--- src/rtl/vector_lane_vl.sv ---
// Second-generation vector execution lane.
// One lane of the vector unit: walks its local elements (e = my_id + lanes*k, e < vl)
// through a REG -> EX -> WB pipeline at one element per cycle, driving this lane's
// register-file slice. Supports ALU ops (vector/vector and vector/scalar), READ,
// streamed WRITE, lane-local REDSUM, per-element write masking and a start/busy/done
// handshake.
// Optional feature: define VECTOR_LANE_SAT_EN to make ADD, SUB and REDSUM use
// unsigned saturating arithmetic instead of wrap-around.
module vector_lane_vl #(
  parameter int vlen_p     = 16,
  parameter int vdw_p      = 8,
  parameter int lanes_p    = 4,
  parameter int op_width_p = 4,
  localparam int addr_w    = $clog2(vlen_p),
  localparam int id_w      = $clog2(lanes_p),
  localparam int vl_w      = $clog2(vlen_p + 1),
  localparam int mw        = vlen_p / lanes_p
) (
  input  logic                  clk_i,
  input  logic                  reset_n_i,
  input  logic [id_w-1:0]       my_id_i,
  input  logic                  start_i,
  input  logic [op_width_p-1:0] op_i,
  input  logic [vl_w-1:0]       vl_i,
  input  logic [mw-1:0]         mask_i,
  input  logic [vdw_p-1:0]      scalar_i,
  input  logic [vdw_p-1:0]      w_data_i,
  output logic                  w_yumi_o,
  output logic                  busy_o,
  output logic                  done_o,
  output logic [addr_w-1:0]     r_addr_o,
  input  logic [vdw_p-1:0]      r0_data_i,
  input  logic [vdw_p-1:0]      r1_data_i,
  output logic [vdw_p-1:0]      r_data_o,
  output logic                  v_o,
  output logic [addr_w-1:0]     w_addr_o,
  output logic [vdw_p-1:0]      w_data_o,
  output logic                  w_en_o
);

  localparam int cnt_w = (mw > 1) ? $clog2(mw) : 1;

  localparam logic [op_width_p-1:0] op_alu_lim = op_width_p'(4'b1000);
  localparam logic [op_width_p-1:0] op_read    = op_width_p'(4'b1000);
  localparam logic [op_width_p-1:0] op_write   = op_width_p'(4'b1001);
  localparam logic [op_width_p-1:0] op_redsum  = op_width_p'(4'b1111);

  typedef enum logic [1:0] {
    st_idle,
    st_loop,
    st_drain,
    st_done
  } state_e;

  // Arithmetic helpers shared by the element ALU and the reduction accumulator.
  function automatic logic [vdw_p-1:0] add_f(input logic [vdw_p-1:0] a,
                                             input logic [vdw_p-1:0] b);
`ifdef VECTOR_LANE_SAT_EN
    logic [vdw_p:0] s;
    s = {1'b0, a} + {1'b0, b};
    return s[vdw_p] ? {vdw_p{1'b1}} : s[vdw_p-1:0];
`else
    return a + b;
`endif
  endfunction

  function automatic logic [vdw_p-1:0] sub_f(input logic [vdw_p-1:0] a,
                                             input logic [vdw_p-1:0] b);
`ifdef VECTOR_LANE_SAT_EN
    return (a < b) ? '0 : a - b;
`else
    return a - b;
`endif
  endfunction

  state_e                  state_q, state_n;
  logic [cnt_w-1:0]        k_q;
  logic [vl_w-1:0]         n_q, n_start;
  logic [op_width_p-1:0]   op_q;
  logic [mw-1:0]           mask_q;
  logic [vdw_p-1:0]        scalar_q;
  logic [id_w-1:0]         id_q;

  logic                    accept, last_k;
  logic                    is_alu, is_read, is_write, is_redsum;

  // REG stage
  logic                    reg_valid;
  logic [addr_w-1:0]       reg_addr;
  logic [vdw_p-1:0]        reg_b;

  // EX stage registers
  logic                    ex_valid_q, ex_mask_q, ex_first_q, ex_last_q;
  logic [addr_w-1:0]       ex_addr_q;
  logic [vdw_p-1:0]        ex_a_q, ex_b_q;

  // EX stage combinational results
  logic [vdw_p-1:0]        alu_res, acc_next, ex_wdata;
  logic [addr_w-1:0]       ex_waddr;
  logic                    ex_wen;

  logic [vdw_p-1:0]        acc_q;
  logic                    wb_last_q;

  assign accept    = start_i && (state_q == st_idle);
  assign last_k    = (vl_w'(k_q) == (n_q - vl_w'(1)));

  assign is_alu    = (op_q < op_alu_lim);
  assign is_read   = (op_q == op_read);
  assign is_write  = (op_q == op_write);
  assign is_redsum = (op_q == op_redsum);

  // Number of local elements for the requested vector length.
  always_comb begin
    // NOTE: every variable written here gets a default first, so no path can infer a latch.
    n_start = '0;
    if (vl_i > vl_w'(my_id_i))
      n_start = ((vl_i - vl_w'(my_id_i) - vl_w'(1)) >> id_w) + vl_w'(1);
  end

  // Next-state logic for the op sequencer.
  always_comb begin
    state_n = state_q;
    case (state_q)
      st_idle:  if (accept) state_n = (n_start == '0) ? st_done : st_loop;
      st_loop:  if (last_k) state_n = st_drain;
      st_drain: if (wb_last_q) state_n = st_done;
      st_done:  state_n = st_idle;
      default:  state_n = st_idle;
    endcase
  end

  // State register, element counter and operand latches captured on accept.
  always_ff @(posedge clk_i or negedge reset_n_i) begin
    // NOTE: sequential state uses non-blocking assignments so every register sees pre-edge values.
    if (!reset_n_i) begin
      state_q  <= st_idle;
      k_q      <= '0;
      n_q      <= '0;
      op_q     <= '0;
      mask_q   <= '0;
      scalar_q <= '0;
      id_q     <= '0;
    end else begin
      state_q <= state_n;
      if (accept) begin
        k_q      <= '0;
        n_q      <= n_start;
        op_q     <= op_i;
        mask_q   <= mask_i;
        scalar_q <= scalar_i;
        id_q     <= my_id_i;
      end else if (state_q == st_loop && !last_k) begin
        k_q <= k_q + cnt_w'(1);
      end
    end
  end

  assign busy_o = (state_q != st_idle);
  assign done_o = (state_q == st_done);

  // REG stage: element k is addressed while the sequencer is in LOOP.
  always_comb begin
    reg_valid = (state_q == st_loop);
    reg_addr  = (addr_w'(k_q) << id_w) | addr_w'(id_q);
    reg_b     = r1_data_i;
    if (is_write)     reg_b = w_data_i;
    else if (op_q[2]) reg_b = scalar_q;
  end

  assign r_addr_o = reg_valid ? reg_addr : '0;
  assign v_o      = reg_valid && is_read;
  assign w_yumi_o = reg_valid && is_write;
  assign r_data_o = r0_data_i;

  // REG -> EX pipeline register.
  always_ff @(posedge clk_i or negedge reset_n_i) begin
    // NOTE: datapath registers are reset as well so outputs read 0 straight after reset.
    if (!reset_n_i) begin
      ex_valid_q <= 1'b0;
      ex_mask_q  <= 1'b0;
      ex_first_q <= 1'b0;
      ex_last_q  <= 1'b0;
      ex_addr_q  <= '0;
      ex_a_q     <= '0;
      ex_b_q     <= '0;
    end else begin
      ex_valid_q <= reg_valid;
      if (reg_valid) begin
        ex_mask_q  <= mask_q[k_q];
        ex_first_q <= (k_q == '0);
        ex_last_q  <= last_k;
        ex_addr_q  <= reg_addr;
        ex_a_q     <= r0_data_i;
        ex_b_q     <= reg_b;
      end
    end
  end

  // EX stage: element ALU, reduction step and write-enable decision.
  always_comb begin
    case (op_q[1:0])
      2'b00:   alu_res = add_f(ex_a_q, ex_b_q);
      2'b01:   alu_res = sub_f(ex_a_q, ex_b_q);
      2'b10:   alu_res = ex_a_q * ex_b_q;
      default: alu_res = ex_a_q & ex_b_q;
    endcase
    if (is_write) alu_res = ex_b_q;

    // Masked elements contribute 0 to the sum; k=0 restarts the accumulator.
    acc_next = add_f(ex_first_q ? '0 : acc_q, ex_mask_q ? ex_a_q : '0);

    ex_wen   = 1'b0;
    ex_wdata = alu_res;
    ex_waddr = ex_addr_q;
    if (is_alu || is_write) begin
      ex_wen = ex_mask_q;
    end else if (is_redsum) begin
      ex_wen   = ex_last_q;
      ex_wdata = acc_next;
      ex_waddr = addr_w'(id_q);
    end
    ex_wen = ex_wen && ex_valid_q;
  end

  // EX -> WB pipeline register; WB values drive the regfile write port directly.
  always_ff @(posedge clk_i or negedge reset_n_i) begin
    if (!reset_n_i) begin
      w_en_o    <= 1'b0;
      w_addr_o  <= '0;
      w_data_o  <= '0;
      wb_last_q <= 1'b0;
      acc_q     <= '0;
    end else begin
      w_en_o    <= ex_wen;
      wb_last_q <= ex_valid_q && ex_last_q;
      if (ex_wen) begin
        w_addr_o <= ex_waddr;
        w_data_o <= ex_wdata;
      end
      if (ex_valid_q && is_redsum) acc_q <= acc_next;
    end
  end

endmodule

--- config.mk ---
export PLATFORM = sky130hd
export DESIGN_NAME = vector_lane_vl
export DESIGN_NICKNAME = d
export VERILOG_FILES = /design/src/rtl/vector_lane_vl.sv
export SDC_FILE = /design/constraint.sdc
export NUM_CORES = 1
export LEC_CHECK = 0
export CORE_MARGIN = 4
export CORE_UTILIZATION = 35
export CTS_CLUSTER_SIZE = 8
export DETAILED_ROUTE_END_ITERATION = 10
export PLACE_DENSITY = 0.57
export SKIP_LAST_GASP = 1
export SYNTH_ARGS = -nofsm -noshare
export SYNTH_HDL_FRONTEND = slang
export SYNTH_SLANG_ARGS = --single-unit
--- constraint.sdc ---
create_clock -name clk_i -period 6.7 [get_ports clk_i]
set_input_delay 1.34 -clock clk_i [delete_from_list [all_inputs] [get_ports clk_i]]
set_output_delay 1.34 -clock clk_i [all_outputs]
set_load 0.1 [all_outputs]
After elaboration in Yosys (flattened, before gate mapping)
Cells that the tools add are included.
{"block": "word_totals", "word_cells": 84, "output_inout_bits": 29, "input_bits": 50, "register_bits": 73}
{"block": "op_classes", "n_lt_le_gt_ge": 3, "eq_ne": 12, "bitwise_logic": 2, "mul": 1, "mux": 23, "n_addsub": 8, "reduce_logical": 16}
{"cell": "8-bit two-way mux", "count": 7}
{"cell": "8-bit one-hot mux with 3 select lines", "count": 1}
{"cell": "8-bit adder", "count": 2}
{"cell": "4-bit equality test, second input constant", "count": 3}
{"cell": "2-bit two-way mux", "count": 6}
{"cell": "4-bit two-way mux", "count": 3}
{"cell": "5-bit by 1-bit subtractor with 5-bit output, second input constant", "count": 2}
{"cell": "8-bit bitwise AND", "count": 1}
{"cell": "8-bit by 8-bit multiplier with 8-bit output", "count": 1}
{"cell": "2-bit one-hot mux with 4 select lines", "count": 1}
{"cell": "8-bit subtractor", "count": 1}
{"cell": "1-bit logical AND", "count": 7}
{"cell": "2-bit equality test, second input constant", "count": 3}
{"cell": "2-bit zero test", "count": 3}
{"cell": "2-bit inequality test, second input constant", "count": 3}
{"cell": "2-bit by 5-bit equality test with 1-bit output", "count": 1}
{"cell": "5-bit by 2-bit greater-than comparator with 1-bit output", "count": 1}
{"cell": "5-bit zero test", "count": 1}
{"cell": "5-bit two-way mux", "count": 1}
{"cell": "5-bit by 2-bit subtractor with 5-bit output", "count": 1}
{"cell": "3-bit by 1-bit adder with 4-bit output, second input constant", "count": 1}
{"cell": "2-bit by 1-bit equality test with 1-bit output, second input constant", "count": 2}
{"cell": "4-bit < comparator, second input constant", "count": 1}
{"cell": "4-bit by 2-bit bitwise OR with 4-bit output", "count": 1}
{"cell": "other kinds (8)", "count": 11}

Longest topological paths before layout
{"block": "depth", "word_depth": 8, "depth_mapped": 17, "mapped_depth_nobuf": 16}

Worst setup path before layout
Ideal clock, no wire load.
{"block": "synth_timing", "path_type": "register to output", "startpoint": "reg state_q[1]", "endpoint": "out v_o", "required_ns": 5.360, "stages_incl_launch_ff": 6, "setup_slack_ns": 0.919, "path_buffers": 2, "t_arrival_ns": 4.441, "path_cell_list": "dfrtp_1 -> inv_1 -> ha_1 -> clkbuf_1 -> buf_1 -> nor4b_1"}
{"block": "synth_via", "elab_chain_len": 2}
{"element": "from (decl)", "line": "76", "rtl": "state_e state_q, state_n;"}
{"element": "from (signal assigned)", "line": "137", "rtl": "state_q <= st_idle;"}
{"element": "from (signal assigned)", "line": "145", "rtl": "state_q <= state_n;"}
{"element": "2-bit by 1-bit equality test with 1-bit output", "line": "164", "rtl": "reg_valid = (state_q == st_loop);"}
{"element": "via reg_valid", "line": "88", "rtl": "logic reg_valid;"}
{"element": "1-bit logical AND", "line": "172", "rtl": "assign v_o = reg_valid && is_read;"}
{"element": "to (decl)", "line": "35", "rtl": "output logic v_o,"}
The timed path passes the listed nets, and every way through them passes these cells.

Worst setup path in the final report
{"block": "layout_timing", "startpoint": "reg ex_b_q[4]", "endpoint": "reg w_data_o[7]"}
{"block": "layout_via", "elab_chain_len": 5}
{"element": "from (decl)", "line": "95", "rtl": "logic [vdw_p-1:0] ex_a_q, ex_b_q;"}
{"element": "from (signal assigned)", "line": "195", "rtl": "ex_b_q <= reg_b;"}
{"element": "8-bit by 8-bit multiplier with 8-bit output (tied with other cells)", "line": "205", "rtl": "2'b10: alu_res = ex_a_q * ex_b_q;"}
{"element": "8-bit one-hot mux with 3 select lines (*)", "line": "202", "rtl": "case (op_q[1:0])"}
{"element": "8-bit two-way mux (*)", "line": "208", "rtl": "if (is_write) alu_res = ex_b_q;"}
{"element": "8-bit two-way mux", "line": "218", "rtl": "end else if (is_redsum) begin"}
{"element": "8-bit two-way mux (*)", "line": "216", "rtl": "if (is_alu || is_write) begin"}
{"element": "to (signal assigned)", "line": "239", "rtl": "w_data_o <= ex_wdata;"}
{"element": "to (decl)", "line": "37", "rtl": "output logic [vdw_p-1:0] w_data_o,"}
Mark *: on every way between the ends. The rest lies on a longest branch, timed or not.
A chain may end at the register's enable or synchronous reset.

==> impl_metrics.env <==
export IMPL_status="completed"
export IMPL_start_util_pct=36.2
export IMPL_use_met1_pct=21.0
export IMPL_groute_usage_overall_pct=15.8
export IMPL_slew_headroom_pct=33.5
export IMPL_clock_sinks=72
export IMPL_syn_num_nets=670
export IMPL_critPathMaxStageDelay_ns=0.55
export IMPL_power_leakage_nw=2.99
export IMPL_syn_to_final_growth_pct=21.5
export IMPL_hold_buffers=0
export IMPL_path_max_fanout=9
export IMPL_slew_violations=0
export IMPL_hold_path_class="reg2reg"
export IMPL_tns_ns=0
export IMPL_first_pass_iters=4
export IMPL_hold_viol=0
export IMPL_io_pins=79
export IMPL_rows=44
export IMPL_crit_chain="nand2_1 > fa_1 > fa_1 > inv_1 > fa_1 > inv_1 > fa_1 > inv_1 > ha_1 > a21oi_1 > xnor3_1 > xnor3_1 > o2111ai_1 > o21ai_1 > a221oi_1"
export IMPL_synth_area_um2=5340
export IMPL_async_flop_share_pct=100
export IMPL_diodes=0
export IMPL_worstMarginPinSlew_ns=0.994
export IMPL_gr_total_overflow=0
export IMPL_hold_ws_ns=0.469
export IMPL_period_needed_ns=4.47
export IMPL_ys_top_cells_by_area="dfrtp_1 34%, ha_1 10%, mux2_2 7.4%"
export IMPL_nets=728
export IMPL_synth_top_cell_by_area="dfrtp_1"
export IMPL_r2r_end="w_data_o[7]$_DFFE_PN0P_"
export IMPL_rr_startpoint="ex_b_q[4]$_DFFE_PN0P_"
export IMPL_max_freq_ghz=0.224
export IMPL_vias_per_cell=5.02
export IMPL_cts_root_buf="clkbuf_16"
export IMPL_die_w_um=132
export IMPL_end_kind="flip-flop"
export IMPL_cp_arrival_ns=4.72
export IMPL_h_tree_depth=3
export IMPL_core_area_um2=14800
export IMPL_gp_congestion=0.853
export IMPL_rr_worst_depth=15
export IMPL_die_y_um=132
export IMPL_synth_avg_cell_area_um2=9.49
export IMPL_synth_most_common_cell="dfrtp_1"
export IMPL_rsz0062_at_grt="no"
export IMPL_syn_inst=563
export IMPL_grt_pass1_wl_mm=22.2
export IMPL_num_vias=4065
export IMPL_synth_main_ff_cell="dfrtp_1"
export IMPL_synth_edf_count=0
export IMPL_met3_usage_pct=3.17
export IMPL_synth_commonest_cells="72 x dfrtp_1, 63 x nand2_1, 53 x inv_1"
export IMPL_power_density_nw_per_um2=159
export IMPL_hpwl_mm=10.3
export IMPL_ys_types=57
export IMPL_drc=0
export IMPL_period_share_pct=66.8
export IMPL_cts_made_buffers=9
export IMPL_yosysWarnings=0
export IMPL_required_ns=6.95
export IMPL_whs_endpoint="acc_q[5]$_DFFE_PN0P_"
export IMPL_antenna_found_initial=0
export IMPL_drive_gt1_share_pct=8.79
export IMPL_synth_top_area_share_pct=33.7
export IMPL_hold_path_depth=2
export IMPL_postCtsSetupRepairBufs=0
export IMPL_cts_tree="yes"
export IMPL_finalWirelength_mm=13.2
export IMPL_dieArea_um2=17300
export IMPL_gr_max_usage_layer="met2"
export IMPL_ys_seq_area_share_pct=33.7
export IMPL_final_setup_skew_ns=0.0116
export IMPL_clk_pin_slew_ns=0.06
export IMPL_setup_worst_path_class="reg2reg"
export IMPL_final_antenna_net_count=0
export IMPL_start_kind="flip-flop"
export IMPL_r2r_slack_ns=2.23
export IMPL_grt_use_met2_pct=25.9
export IMPL_worstHoldStart="acc_q[5]$_DFFE_PN0P_"
export IMPL_grt_max_degree=73
export IMPL_max_cap_violations=0
export IMPL_grt_pass1_vias=4320
export IMPL_cpMostUsedCell="fa_1"
export IMPL_vdd_drop_max_v=0.000125
export IMPL_setup_violations=0
export IMPL_synth_seq_cells=72
export IMPL_drt_iter0_drc=149
export IMPL_wl_per_cell_um=16.3
export IMPL_clk_latency_ns=0.35
export IMPL_portBuffers=78
export IMPL_cts_max_path_buffers=2
export IMPL_cts_resized=0
export IMPL_crit_slowest_cell="fa_1"
routing by layer:
layer / vias up / routed length [µm]
li1: 2027 / -
met1: 1944 / 6230
met2: 77 / 6250
met3: 17 / 445
met4: 0 / 240
met5: - / 0
where the power goes:
part	leakage, nW	internal [mW]	switching [mW]
Combinational	1.89	0.0371	0.0455
Clock	0.154	0.336	0.180
Sequential	0.954	0.435	0
sequential cells by signal (all words and copies together) (netlist names), 8 cells and up:
name      flops
acc_q         8
ex_a_q        8
ex_b_q        8
scalar_q      8
w_data_o      8
critical path, delay by kind of cell (launching register included):
kind / cells / cell delay (ns)
AOI/OAI and AO/OA: 4 / 0.66
and+or+nand+nor: 1 / 0.13
adders and majority gates: 5 / 2.33
buffers and inverters: 3 / 0.14
xor gates and xnor gates: 2 / 0.59
DFF: 1 / 0.53
kinds of logic after synthesis:
group	synth area share, %
simple gates	13.6
xor+xnor	6.42
flops	33.7
compound gates	13.4
buf+inv	7.24
mux	10.2
fa+ha+maj	15.3
area by class of cell:
cell class,count,area [µm²]
clock inverters,3,65.1
inverters,53,199
fillers,1491,8270
well taps,184,230
flip-flops and latches,72,1800
multi-input cells,405,3150
clock buffers,13,250
repair buffers,80,791
per-stage QoR:
step / setup slack (ns) / util (%) / cells / area, µm² / power (mW)
finish: 2.23 / 44.0 / 810 / 6490 / 1.03
global route: 1.85 / 44.0 / 810 / 6490 / 1.08
CTS: 2.21 / 44.0 / 810 / 6490 / 1.05
detailed placement: 2.23 / 41.8 / 794 / 6170 / 0.526
global placement: 2.31 / 41.8 / 794 / 6170 / 0.525
floorplan: 0.919 / - / 563 / 5340 / 0.481
layout by cell type, fill, tap and decap left out, types with 9 or more instances in the layout:
| cell type | count |
|---|---|
| clkdlybuf4s50_1 | 77 |
| dfrtp_1 | 72 |
| nand2_1 | 63 |
| inv_1 | 53 |
| o21ai_0 | 44 |
| ha_1 | 43 |
| mux2_2 | 35 |
| xnor2_1 | 27 |
| nor2_1 | 24 |
| and2_1 | 21 |
| a21oi_1 | 14 |
| fa_1 | 14 |
| nor2b_1 | 13 |
| mux2i_1 | 13 |
| o211ai_1 | 12 |
| nand2b_1 | 9 |
| clkbuf_16 | 9 |
worst max-delay path by stage:
stage / start / to
after detailed placement: ex_b_q[4]$_DFFE_PN0P_ / w_data_o[7]$_DFFE_PN0P_
final: ex_b_q[4]$_DFFE_PN0P_ / w_data_o[7]$_DFFE_PN0P_
after global routing: ex_b_q[4]$_DFFE_PN0P_ / w_data_o[7]$_DFFE_PN0P_
after floorplan: state_q[1]$_DFFE_PN0P_ / v_o
after global placement: ex_b_q[4]$_DFFE_PN0P_ / w_data_o[7]$_DFFE_PN0P_
after CTS: ex_b_q[4]$_DFFE_PN0P_ / w_data_o[7]$_DFFE_PN0P_
Note: power is estimated with default switching activity, not from simulation.
